==> src/rtl/imem_boot_loader.sv <==
// ============================================================================
// Module   : imem_boot_loader
// Brief    : Byte-stream loader that fills IMEM and releases the core after a
//            checksum-verified image has been written.
// Revision : 1.0 - initial release
// ============================================================================
`default_nettype none

module imem_boot_loader #(
  parameter int          DEPTH     = 1024,
  parameter logic [31:0] BASE_ADDR = 32'h0000_0000
) (
  input  logic        clk,
  input  logic        rst,
  input  logic        start,
  input  logic        in_valid,
  input  logic [7:0]  in_data,
  output logic        in_ready,
  output logic        imem_we,
  output logic [31:0] imem_addr,
  output logic [31:0] imem_wdata,
  output logic        core_rst,
  output logic        done,
  output logic        error
);

  localparam int          C_IDX_W = $clog2(DEPTH) + 1;
  localparam logic [31:0] C_DEPTH = 32'(DEPTH);

  localparam logic [2:0] S_LEN  = 3'd0;
  localparam logic [2:0] S_DATA = 3'd1;
  localparam logic [2:0] S_CHK  = 3'd2;
  localparam logic [2:0] S_DONE = 3'd3;
  localparam logic [2:0] S_ERR  = 3'd4;

  logic [2:0]         r_state;
  logic               r_live;
  logic [1:0]         r_byte_cnt;
  logic [23:0]        r_shift;
  logic [C_IDX_W-1:0] r_widx;
  logic [C_IDX_W-1:0] r_len;
  logic [7:0]         r_xor;
  logic               r_we;
  logic [31:0]        r_addr;
  logic [31:0]        r_wdata;

  logic               w_accepting;
  logic               w_fire;
  logic               w_last_byte;
  logic [31:0]        w_word;
  logic [C_IDX_W-1:0] w_widx_next;
  logic [31:0]        w_offset;

  assign w_accepting = (r_state == S_LEN) || (r_state == S_DATA) || (r_state == S_CHK);
  // r_live keeps in_ready low until the first edge after reset is released
  assign in_ready    = r_live && w_accepting;
  assign w_fire      = in_valid && in_ready;
  assign w_last_byte = (r_byte_cnt == 2'd3);
  // The three earlier bytes sit in r_shift, so the current byte completes the word
  assign w_word      = {in_data, r_shift};
  assign w_widx_next = r_widx + 1'b1;
  assign w_offset    = {{(32 - C_IDX_W - 2){1'b0}}, r_widx, 2'b00};

  always_ff @(posedge clk or posedge rst) begin
    if (rst) begin
      r_state    <= S_LEN;
      r_live     <= 1'b0;
      r_byte_cnt <= 2'd0;
      r_shift    <= 24'd0;
      r_widx     <= '0;
      r_len      <= '0;
      r_xor      <= 8'd0;
      r_we       <= 1'b0;
      r_addr     <= BASE_ADDR;
      r_wdata    <= 32'd0;
    end else begin
      r_live <= 1'b1;
      r_we   <= 1'b0;
      case (r_state)
        S_LEN: begin
          if (w_fire) begin
            r_shift    <= {in_data, r_shift[23:8]};
            r_byte_cnt <= r_byte_cnt + 2'd1;
            if (w_last_byte) begin
              if (w_word > C_DEPTH) begin
                r_state <= S_ERR;
              end else if (w_word == 32'd0) begin
                r_state <= S_CHK;
              end else begin
                r_len   <= w_word[C_IDX_W-1:0];
                r_state <= S_DATA;
              end
            end
          end
        end
        S_DATA: begin
          if (w_fire) begin
            r_shift    <= {in_data, r_shift[23:8]};
            r_byte_cnt <= r_byte_cnt + 2'd1;
            r_xor      <= r_xor ^ in_data;
            if (w_last_byte) begin
              r_we    <= 1'b1;
              r_addr  <= BASE_ADDR + w_offset;
              r_wdata <= w_word;
              r_widx  <= w_widx_next;
              if (w_widx_next == r_len) begin
                r_state <= S_CHK;
              end
            end
          end
        end
        S_CHK: begin
          if (w_fire) begin
            r_state <= (in_data == r_xor) ? S_DONE : S_ERR;
          end
        end
        S_DONE, S_ERR: begin
          if (start) begin
            r_state    <= S_LEN;
            r_byte_cnt <= 2'd0;
            r_shift    <= 24'd0;
            r_widx     <= '0;
            r_len      <= '0;
            r_xor      <= 8'd0;
          end
        end
        default: r_state <= S_LEN;
      endcase
    end
  end

  assign imem_we    = r_we;
  assign imem_addr  = r_addr;
  assign imem_wdata = r_wdata;
  assign done       = (r_state == S_DONE);
  assign error      = (r_state == S_ERR);
  // Only a verified image lets the core run
  assign core_rst   = (r_state != S_DONE);

endmodule

`default_nettype wire

==> config.mk <==
export PLATFORM = sky130hd
export DESIGN_NAME = imem_boot_loader
export DESIGN_NICKNAME = d
export VERILOG_FILES = /design/src/rtl/imem_boot_loader.sv
export SDC_FILE = /design/constraint.sdc
export NUM_CORES = 1
export LEC_CHECK = 0
export ABC_AREA = 0
export CAP_MARGIN = 40
export CORE_MARGIN = 2
export CORE_UTILIZATION = 41
export CTS_BUF_LIST = sky130_fd_sc_hd__clkbuf_8
export CTS_CLUSTER_DIAMETER = 30
export DETAILED_ROUTE_END_ITERATION = 7
export PLACE_DENSITY = 0.7
export SYNTH_ARGS = -nofsm -noshare
export SYNTH_HDL_FRONTEND = slang
export SYNTH_SLANG_ARGS = --single-unit
export TNS_END_PERCENT = 100
==> constraint.sdc <==
create_clock -name clk -period 3.3 [get_ports clk]
set_input_delay 0.66 -clock clk [delete_from_list [all_inputs] [get_ports clk]]
set_output_delay 0.66 -clock clk [all_outputs]
set_load 0.01 [all_outputs]
==> out/metrics.cfg <==
[run_status]
status=completed

[critical_path]
cp_max_fo=12
endpoint=error
rr_worst_depth=7
end_kind=output port
startpoint=r_state[1]$_DFFE_PP0P_
worst-endpoint-arrival_ns=2.12
crit_type=flip-flop to output port
worstReg2RegEnd=r_state[0]$_DFFE_PP0P_
start_kind=flip-flop
crit_required_ns=2.64
ff2ff_setup_slack_ns=0.87
regToRegStartpoint=r_widx[0]$_DFFE_PP0P_

[yosys]
synth_area_leaders=dfrtp_1 51%, nand2_1 14%, o21ai_0 4.4%, buf_4 3.1%, xnor2_1 2.4%
post_synth.cell_area_avg_sq_um=8.91
synth_edf_count=0
ys_warn_count=0
synthArstFlopShare=1.00
ys_types=53
synth_flop_cell=dfrtp_1
ys_seq_area_frac=0.512
yosysTopAreaCellShare=0.512
synth_cells=571
yosys.area.top_type=dfrtp_1
syn_area_sq_um=5080
ys_seq_elements=104

[global_routing]
grt_pass1_wl_um=18900
use_met3=0.0485
grt-ovfl-total=0
antenna_found_initial=0
grt_max_degree=105
use_met1=0.228
grt.met2_usage=0.302
busiest_layer=met2
first_global_vias=3870
grt_use_total=0.178

[sta]
fmax_ghz=0.360
hold_viol=0
fin_crit_ns=2.78
tightest_slew_ns=0.595
relSlewSlack=0.601
setup_violations=0
finalClockSkew_ns=0.0130
fin_crit_sh=0.843
hold_ws_ns=0.478
setup_tns_ns=0
rsz0062_at_grt=no
finalMaxSlewViolations=0

[hold_path]
hp-class=flip-flop to flip-flop

[cts]
numCtsBuffers=9
root_buffer=clkbuf_8
postCtsSetupBuffers=0
h-tree-depth=3
cts_buffer_depth=2
cts_resized=0
clkSinkCount=104
cts_tree=yes
clk_pin_slew_ns=0.10
clock_latency_ns=0.37
hold_buffers=0

[final_layout]
diodes=0
num-fill-cells=1147
final_common_cell=nand2_1
mostFrequentLayoutCells=194 x nand2_1, 104 x dfrtp_1, 59 x clkdlybuf4s50_1
nets=627
drive_gt1_frac=0.0518
area_growth_pct=16.2

[die]
die_area_sq_um=13300
std_cell_rows=40
die_w_um=115
io_pins=81
core-area_sq_um=12100
start_util=0.422
die_h_um=115

[drt]
viasPerCell=5.09
drtPass1Iterations=5
drtIter0Drc=273
detail_route.wirelength_um=11200
ant_nets=0
num_vias=4002
drc=0
routedWlPerCell_um=14.2

[pwr]
vdd_drop_max_mv=0.464
power_mw=4.26
cellPowerDensity_nw_per_um2=721
p_leak_nw=2.73

[run]
cap_viol_max_count=0

[placed_design]
place_congestion=0.802
numPortBuffers=59
dpl.hpwl_um=7770

==> worst min path at each step <==
| stage | endpoint | start | slack [ns] | depth (start not counted) |
|---|---|---|---|---|
| floorplan | r_byte_cnt[1]$_DFFE_PP0P_ | r_byte_cnt[1]$_DFFE_PP0P_ | 0.45 | 2 |
| global placement | imem_addr[5]$_DFFE_PP0P_ | imem_addr[5]$_DFFE_PP0P_ | 0.46 | 2 |
| detailed placement | imem_wdata[22]$_DFFE_PP0P_ | imem_wdata[22]$_DFFE_PP0P_ | 0.46 | 2 |
| CTS | imem_wdata[22]$_DFFE_PP0P_ | imem_wdata[22]$_DFFE_PP0P_ | 0.49 | 2 |
| global route | imem_wdata[11]$_DFFE_PP0P_ | imem_wdata[11]$_DFFE_PP0P_ | 0.51 | 2 |
| finish | imem_addr[5]$_DFFE_PP0P_ | imem_addr[5]$_DFFE_PP0P_ | 0.48 | 2 |
==> worst max-delay path, stage by stage, from the launching register on <==
cell             delay (ns)
dfrtp_1                0.56
nor3b_2                0.54
clkdlybuf4s50_1        0.65
==> cells in the mapped netlist (6+ instances only) <==
| cell type | n |
|---|---|
| a21oi_1 | 9 |
| a22o_1 | 12 |
| and2_1 | 6 |
| buf_2 | 13 |
| buf_4 | 21 |
| clkbuf_1 | 18 |
| dfrtp_1 | 104 |
| inv_1 | 7 |
| nand2_1 | 194 |
| nand2b_1 | 12 |
| nand3_1 | 7 |
| nand4_1 | 7 |
| nor2_1 | 11 |
| nor3_1 | 6 |
| nor4_1 | 7 |
| o21ai_0 | 45 |
| o21ai_1 | 10 |
| o2bb2ai_1 | 6 |
| o31ai_1 | 8 |
| xnor2_1 | 14 |
==> metal layers <==
layer | up-vias | part of all wire
li1 | 1959 | -
met3 | 7 | 0.043
met4 | 0 | 0.0096
met2 | 81 | 0.51
met1 | 1955 | 0.44
met5 | - | 0
==> report_power, final <==
part           switching (mW)  internal (mW)  leakage (nW)
Clock                   0.438          0.351         0.101
Combinational           0.813          0.684          1.22
Sequential              0.359           1.61          1.40
Total                    1.61           2.65          2.73
==> sequential cells by signal, indices dropped and copies added, names as in the netlist <==
name,cells
imem_wdata,32
r_shift,24
imem_addr,11
r_len,11
r_widx,11
r_xor,8
r_state,3
r_byte_cnt,2
imem_we,1
r_live,1
==> per-stage QoR <==
stage / utilization / setup slack (ns) / instances / instance area [sq um]
after floorplan: - / 1.16 / 591 / 5160
after detailed placement: 0.474 / 0.395 / 770 / 5720
after global placement: 0.474 / 0.457 / 770 / 5720
after global routing: 0.490 / 0.406 / 786 / 5910
final: 0.490 / 0.519 / 786 / 5910
after CTS: 0.490 / 0.490 / 786 / 5910
==> layout make-up <==
type	instances	area, sq um	share of cell area
clock buffer	9	124	0.0210
clock inverter	7	68.8	0.0116
inverter	7	30.0	0.00508
multi-input combinational	425	2220	0.376
sequential	104	2600	0.440
tap	168	210	0.0356
timing repair buffer	66	656	0.111
==> cell families (layout without fill, tap and decap cells) <==
logic type	after synthesis	in the layout	share of synthesized area
AO/OA/AOI/OAI	115	115	0.148
AND/OR/NAND/NOR	268	268	0.235
buffers and inverters	62	89	0.0674
adder cells (fa/ha/maj)	2	2	0.00492
other	2	22	0.00148
flip-flops	104	104	0.512
XOR/XNOR	18	18	0.0310
No activity file was read; power rests on OpenSTA's default activity.
